File: config.mk
export PLATFORM = sky130hd
export DESIGN_NAME = control_pipeline
export DESIGN_NICKNAME = d
export VERILOG_FILES = /design/src/rtl/control_pipeline.sv
export SDC_FILE = /design/constraint.sdc
export NUM_CORES = 1
export LEC_CHECK = 0
export ABC_AREA = 0
export CORE_MARGIN = 10
export CORE_UTILIZATION = 51
export CTS_BUF_LIST = sky130_fd_sc_hd__clkbuf_4 sky130_fd_sc_hd__clkbuf_8
export CTS_CLUSTER_SIZE = 8
export DETAILED_ROUTE_END_ITERATION = 10
export MAX_ROUTING_LAYER = met4
export PLACE_DENSITY_LB_ADDON = 0.05
export SLEW_MARGIN = 20
export SYNTH_ARGS = -nofsm -noshare
export SYNTH_HDL_FRONTEND = slang
export SYNTH_SLANG_ARGS = --single-unit
File: constraint.sdc
create_clock -name clk -period 5 [get_ports clk]
set_clock_uncertainty 0.05 [all_clocks]
set_input_delay 0.5 -clock clk [delete_from_list [all_inputs] [get_ports clk]]
set_output_delay 0.5 -clock clk [all_outputs]
set_load 0.01 [all_outputs]
File: src/rtl/control_pipeline.sv
// Pipelined MIPS control. Decodes the ID instruction and carries the control
// bundle through ID/EX, EX/MEM and MEM/WB. Also detects load-use hazards,
// flushes on redirect, and registers the EX operand forward selects.
module control_pipeline #(
    parameter int REG_AW  = 5,
    parameter int ALU_CW  = 5,
    parameter bit HAS_EXT = 1'b1
) (
    input  logic              clk,
    input  logic              reset_n,
    input  logic              id_valid,
    input  logic [5:0]        op_code,
    input  logic [5:0]        funct_code,
    input  logic [REG_AW-1:0] rs,
    input  logic [REG_AW-1:0] rt,
    input  logic [REG_AW-1:0] rd,
    input  logic              freeze,
    input  logic              redirect,
    output logic              ex_valid,
    output logic              ex_reg_write,
    output logic              ex_mem_to_reg,
    output logic              ex_mem_write,
    output logic              ex_load_upper,
    output logic              ex_jal,
    output logic [1:0]        ex_jump,
    output logic              ex_branch,
    output logic [3:0]        ex_bcu_control,
    output logic [ALU_CW-1:0] ex_alu_control,
    output logic              ex_alu_src,
    output logic [REG_AW-1:0] ex_dest,
    output logic              mem_valid,
    output logic              mem_reg_write,
    output logic              mem_mem_to_reg,
    output logic              mem_mem_write,
    output logic              mem_load_upper,
    output logic              mem_jal,
    output logic [1:0]        mem_jump,
    output logic              mem_branch,
    output logic [3:0]        mem_bcu_control,
    output logic [ALU_CW-1:0] mem_alu_control,
    output logic              mem_alu_src,
    output logic [REG_AW-1:0] mem_dest,
    output logic              wb_valid,
    output logic              wb_reg_write,
    output logic              wb_mem_to_reg,
    output logic              wb_mem_write,
    output logic              wb_load_upper,
    output logic              wb_jal,
    output logic [1:0]        wb_jump,
    output logic              wb_branch,
    output logic [3:0]        wb_bcu_control,
    output logic [ALU_CW-1:0] wb_alu_control,
    output logic              wb_alu_src,
    output logic [REG_AW-1:0] wb_dest,
    output logic              hazard_stall,
    output logic              flush_if_id,
    output logic [1:0]        fwd_a,
    output logic [1:0]        fwd_b,
    output logic              id_illegal
);

    typedef struct packed {
        logic              valid;
        logic              reg_write;
        logic              mem_to_reg;
        logic              mem_write;
        logic              load_upper;
        logic              jal;
        logic [1:0]        jump;
        logic              branch;
        logic [3:0]        bcu_control;
        logic [ALU_CW-1:0] alu_control;
        logic              alu_src;
        logic [REG_AW-1:0] dest;
    } ctrl_t;

    localparam logic [ALU_CW-1:0] ALU_ADD = ALU_CW'(0);
    localparam logic [ALU_CW-1:0] ALU_SUB = ALU_CW'(1);
    localparam logic [ALU_CW-1:0] ALU_AND = ALU_CW'(2);
    localparam logic [ALU_CW-1:0] ALU_OR  = ALU_CW'(3);
    localparam logic [ALU_CW-1:0] ALU_SLT = ALU_CW'(4);

    localparam logic [5:0] OP_RTYPE = 6'h00, OP_J    = 6'h02, OP_JAL  = 6'h03;
    localparam logic [5:0] OP_BEQ   = 6'h04, OP_BNE  = 6'h05, OP_ADDIU = 6'h09;
    localparam logic [5:0] OP_ANDI  = 6'h0c, OP_ORI  = 6'h0d, OP_LUI  = 6'h0f;
    localparam logic [5:0] OP_LW    = 6'h23, OP_SW   = 6'h2b;
    localparam logic [5:0] FN_JR    = 6'h08, FN_ADDU = 6'h21, FN_SUBU = 6'h23;
    localparam logic [5:0] FN_AND   = 6'h24, FN_SLT  = 6'h2a;

    ctrl_t       w_dec, r_ex, r_mem, r_wb;
    logic        w_legal, w_reg_dst, w_rt_reader, w_hazard;
    logic [1:0]  w_fwd_a, w_fwd_b, r_fwd_a, r_fwd_b;

    always_comb begin
        w_dec     = '0;
        w_legal   = 1'b0;
        w_reg_dst = 1'b0;
        case (op_code)
            OP_RTYPE: begin
                case (funct_code)
                    FN_ADDU: begin
                        w_legal = 1'b1; w_dec.reg_write = 1'b1; w_reg_dst = 1'b1;
                        w_dec.alu_control = ALU_ADD;
                    end
                    FN_SUBU: if (HAS_EXT) begin
                        w_legal = 1'b1; w_dec.reg_write = 1'b1; w_reg_dst = 1'b1;
                        w_dec.alu_control = ALU_SUB;
                    end
                    FN_AND: if (HAS_EXT) begin
                        w_legal = 1'b1; w_dec.reg_write = 1'b1; w_reg_dst = 1'b1;
                        w_dec.alu_control = ALU_AND;
                    end
                    FN_SLT: if (HAS_EXT) begin
                        w_legal = 1'b1; w_dec.reg_write = 1'b1; w_reg_dst = 1'b1;
                        w_dec.alu_control = ALU_SLT;
                    end
                    FN_JR: begin
                        w_legal = 1'b1; w_dec.jump = 2'b10;
                    end
                    default: ;
                endcase
            end
            OP_ADDIU: begin
                w_legal = 1'b1; w_dec.reg_write = 1'b1; w_dec.alu_src = 1'b1;
                w_dec.alu_control = ALU_ADD;
            end
            OP_ANDI: if (HAS_EXT) begin
                w_legal = 1'b1; w_dec.reg_write = 1'b1; w_dec.alu_src = 1'b1;
                w_dec.alu_control = ALU_AND;
            end
            OP_ORI: begin
                w_legal = 1'b1; w_dec.reg_write = 1'b1; w_dec.alu_src = 1'b1;
                w_dec.alu_control = ALU_OR;
            end
            OP_LUI: begin
                w_legal = 1'b1; w_dec.reg_write = 1'b1; w_dec.load_upper = 1'b1;
            end
            OP_LW: begin
                w_legal = 1'b1; w_dec.reg_write = 1'b1; w_dec.mem_to_reg = 1'b1;
                w_dec.alu_src = 1'b1; w_dec.alu_control = ALU_ADD;
            end
            OP_SW: begin
                w_legal = 1'b1; w_dec.mem_write = 1'b1; w_dec.alu_src = 1'b1;
                w_dec.alu_control = ALU_ADD;
            end
            OP_BEQ: begin
                w_legal = 1'b1; w_dec.branch = 1'b1; w_dec.bcu_control = 4'b0001;
                w_dec.alu_control = ALU_SUB;
            end
            OP_BNE: begin
                w_legal = 1'b1; w_dec.branch = 1'b1; w_dec.bcu_control = 4'b0010;
                w_dec.alu_control = ALU_SUB;
            end
            OP_J: if (HAS_EXT) begin
                w_legal = 1'b1; w_dec.jump = 2'b01;
            end
            OP_JAL: begin
                w_legal = 1'b1; w_dec.jump = 2'b01; w_dec.jal = 1'b1;
                w_dec.reg_write = 1'b1;
            end
            default: ;
        endcase
        w_dec.dest  = w_dec.jal ? '1 : (w_reg_dst ? rd : rt);
        // Writes to r0 are architecturally dropped, so never advertise them.
        if (w_dec.dest == '0) w_dec.reg_write = 1'b0;
        w_dec.valid = w_legal;
        if (!(id_valid && w_legal)) w_dec = '0;
    end

    assign id_illegal  = id_valid && !w_legal;
    assign w_rt_reader = ((op_code == OP_RTYPE) && (funct_code != FN_JR)) ||
                         (op_code == OP_SW) || (op_code == OP_BEQ) || (op_code == OP_BNE);
    assign w_hazard    = id_valid && r_ex.valid && r_ex.mem_to_reg && (r_ex.dest != '0) &&
                         ((r_ex.dest == rs) || (w_rt_reader && (r_ex.dest == rt)));
    assign hazard_stall = w_hazard;
    assign flush_if_id  = redirect && !freeze;

    // Evaluated one stage early: what sits in EX/ID-EX now will be in MEM/WB
    // by the time this instruction occupies EX.
    assign w_fwd_a = (rs != '0 && r_ex.valid && r_ex.reg_write && r_ex.dest == rs)    ? 2'b10 :
                     (rs != '0 && r_mem.valid && r_mem.reg_write && r_mem.dest == rs) ? 2'b01 : 2'b00;
    assign w_fwd_b = (rt != '0 && r_ex.valid && r_ex.reg_write && r_ex.dest == rt)    ? 2'b10 :
                     (rt != '0 && r_mem.valid && r_mem.reg_write && r_mem.dest == rt) ? 2'b01 : 2'b00;

    always_ff @(posedge clk or negedge reset_n) begin
        if (!reset_n) begin
            r_ex    <= '0;
            r_mem   <= '0;
            r_wb    <= '0;
            r_fwd_a <= 2'b00;
            r_fwd_b <= 2'b00;
        end else if (!freeze) begin
            r_mem <= r_ex;
            r_wb  <= r_mem;
            if (redirect || w_hazard) begin
                r_ex    <= '0;
                r_fwd_a <= 2'b00;
                r_fwd_b <= 2'b00;
            end else begin
                r_ex    <= w_dec;
                r_fwd_a <= w_dec.valid ? w_fwd_a : 2'b00;
                r_fwd_b <= w_dec.valid ? w_fwd_b : 2'b00;
            end
        end
    end

    assign fwd_a = r_fwd_a;
    assign fwd_b = r_fwd_b;

    assign {ex_valid, ex_reg_write, ex_mem_to_reg, ex_mem_write, ex_load_upper, ex_jal,
            ex_jump, ex_branch, ex_bcu_control, ex_alu_control, ex_alu_src, ex_dest} = r_ex;
    assign {mem_valid, mem_reg_write, mem_mem_to_reg, mem_mem_write, mem_load_upper, mem_jal,
            mem_jump, mem_branch, mem_bcu_control, mem_alu_control, mem_alu_src, mem_dest} = r_mem;
    assign {wb_valid, wb_reg_write, wb_mem_to_reg, wb_mem_write, wb_load_upper, wb_jal,
            wb_jump, wb_branch, wb_bcu_control, wb_alu_control, wb_alu_src, wb_dest} = r_wb;

endmodule

==> results.yml <==
outcome:
  outcome: "finished, final reports clean"
sta:
  setup_viol: 0
  clock.fmax_ghz: 0.289
  slew_viol_final: 0
  worst_slew_pin_slew_ns: 0.798
  post-route-period-util_pct: 69.2
  hold_violations: 0
  slew_headroom_pct: 46.8
  setup_slack_ns: 1.54
  fin_tns_setup_ns: 0
  hold_ws_ns: 0.278
  rsz0062_at_grt: "no"
  fin_crit_ns: 3.46
yosys:
  synth.distinct_cells: 56
  synthCells: 307
  async_flop_share_pct: 100
  ys_ff_latch: 64
  netlist_area_mm2: 0.00334
  ys.flop_type: "dfrtp_1"
  synth_edf_count: 0
  yosysSeqAreaShare_pct: 48.0
  synth_area_per_cell_um2: 10.9
  synth_warnings: 0
floorplan:
  initial_core_util_pct: 52.6
  dieArea_mm2: 0.0102
  die_w_um: 101
  rows: 29
  core_mm2: 0.00635
  io-pin-count: 111
  die_h_um: 101
grt:
  track_usage_pct: 17.8
  grt_pass1_vias: 2771
  grt_max_degree: 68
  antenna_found_initial: 0
  overflow: 0
  grt_pass1_wl_um: 14400
place:
  dpl.cell_count: 467
  globalplace.congestion: 0.913
  io_buffers: 98
  dpl.hpwl_um: 6460
  place_ws_ns: 1.54
  placed_cell_area_mm2: 0.00429
clock_network:
  cts_tree: "yes"
  clock_latency_ns: 0.34
  htreeDepth: 3
  cts_hold_buffers: 0
  clk_pin_slew_ns: 0.07
  cts_resized: 0
  cts-root-buf: "clkbuf_8"
  cts_setup_buffers: 0
  cts_made_buffers: 9
  cts_sinks: 64
  clockBufferDepth: 2
critical_path:
  r2r_slack_ns: 2.65
  worst-path-max-fanout: 12
  worstSetupPathType: "input port to output pin"
  crit_top_cell: "clkdlybuf4s50_1"
  critPathTopFamily: "buffers and inverters"
  crit_buf_inv: 2
  max_stage_delay_ns: 0.64
  end_kind: "output pin"
  cp_data_required_time_ns: 4.45
  cp_cell_sequence: "clkdlybuf4s50_1 > or4_4 > o22ai_1 > o211ai_2 > a21oi_1 > clkdlybuf4s50_1"
  cp.arrival_ns: 2.91
  cpMaxStageDelayCell: "or4_4"
  crit_path_start_kind: "input port"
final_layout:
  fill_cells: 487
  design_area_mm2: 0.00450
  layout-drive-gt1-share_pct: 18.0
  instances_no_fill: 483
  nets: 433
  n_antenna_cell: 0
  area_delta_synth_final_pct: 34.6
worst_hold_path:
  hold_path.class: "input port to async pin"
detailed_routing:
  ant_nets: 0
  vias: 2717
  drc: 0
  first_pass_iters: 4
  drt-total-wl_um: 8590
  viasPerCell: 5.63
  drt_iter0_drc: 120
  wl_per_cell_um: 17.8
power:
  power.density_mw_per_mm2: 253
  vdd_drop_max_mv: 0.174
  leakage_nw: 1.99
job:
  cap_violations: 0
## layout by cell type, fill, tap and decap left out, types with 5 or more instances in the layout
master	n
conb_1	12
o21ai_1	8
inv_1	6
a21oi_1	6
nor2_1	9
dfrtp_1	64
a211oi_1	5
xor2_1	13
o31ai_1	14
clkbuf_8	10
clkdlybuf4s50_1	96
xnor2_1	6
nand2_1	36
and3_1	6
nor4_1	6
mux2_2	40
## where the power goes
group | total, W | internal [W] | switching, W
clock network | 0.000447 | 0.000248 | 0.000199
logic | 0.000151 | 0.0000716 | 0.0000798
registers | 0.000539 | 0.000528 | 0.0000113
## final timing paths
path | cells after the start | end | start
worst min-delay path | 2 | mem_alu_control[0] | reset_n
worst min register to register | 2 | fwd_b[0] | fwd_b[0]
worst max register to register | 5 | ex_reg_write | ex_dest[3]
worst max-delay path | 6 | hazard_stall | op_code[3]
min in group clk | 2 | fwd_b[0] | fwd_b[0]
max in group asynchronous | 2 | mem_dest[2] | reset_n
## worst reg2reg max path, stage by stage, from the launching register on
cell and delay (ns):
dfrtp_1 0.47, xor2_1 0.18, nor4_1 0.48, o211ai_2 0.21, a21oi_4 0.60, a22oi_1 0.20
## layout make-up
| class | count | area [µm²] | share of cell area [%] |
|---|---|---|---|
| Timing Repair Buffer | 101 | 993 | 22.1 |
| Inverter | 6 | 22.5 | 0.501 |
| Clock buffer | 11 | 145 | 3.23 |
| Sequential cell | 64 | 1600 | 35.6 |
| Tap cell | 77 | 96.3 | 2.14 |
| Clock inverter | 5 | 56.3 | 1.25 |
| Multi-Input combinational cell | 219 | 1580 | 35.2 |
## metrics by stage
| stage | power (W) | utilization, % |
|---|---|---|
| finish | 0.00114 | 70.8 |
| global route | 0.00119 | 70.8 |
| CTS | 0.00115 | 70.8 |
| detailed placement | 0.000700 | 67.6 |
| global placement | 0.000698 | 67.6 |
| floorplan | 0.000630 | - |
## cells by family after synthesis
logic type	share of synthesized area (%)
xor gates and xnor gates	4.98
adders and majority gates	0.300
AOI/OAI and AO/OA	12.6
buffers and inverters	5.96
and+or+nand+nor	14.6
muxes	13.5
other	0.112
DFF	48.0
## Yosys cell counts (2+ instances only)
library cell | n | area share (%)
a211oi_1 | 5 | 1.1
a21o_1 | 3 | 0.67
a21oi_1 | 6 | 0.90
a22oi_1 | 2 | 0.45
a31oi_1 | 2 | 0.37
and3_1 | 6 | 1.1
and3b_1 | 2 | 0.52
buf_1 | 3 | 0.34
buf_2 | 5 | 0.75
buf_4 | 12 | 2.7
buf_6 | 2 | 0.67
clkbuf_1 | 6 | 0.67
dfrtp_1 | 64 | 48
inv_1 | 6 | 0.67
mux2_2 | 40 | 13
nand2_1 | 36 | 4.0
nand2b_1 | 3 | 0.56
nand3_1 | 3 | 0.45
nand4_1 | 4 | 0.75
nand4b_1 | 3 | 0.79
nor2_1 | 9 | 1.0
nor2b_1 | 2 | 0.37
nor3_1 | 4 | 0.60
nor4_1 | 6 | 1.1
o21ai_0 | 3 | 0.45
o21ai_1 | 8 | 1.2
o31ai_1 | 14 | 3.1
or4_1 | 3 | 0.67
xnor2_1 | 6 | 1.6
xor2_1 | 13 | 3.4
## routing by layer
layer / GRT usage (%) / vias up / wire length, µm
met5: - / - / 0
met4: 7.40 / 0 / 147
met3: 3.70 / 13 / 577
met2: 26.1 / 103 / 3990
met1: 23.5 / 1323 / 3880
li1: - / 1278 / -
No activity file was read; power rests on OpenSTA's default activity.
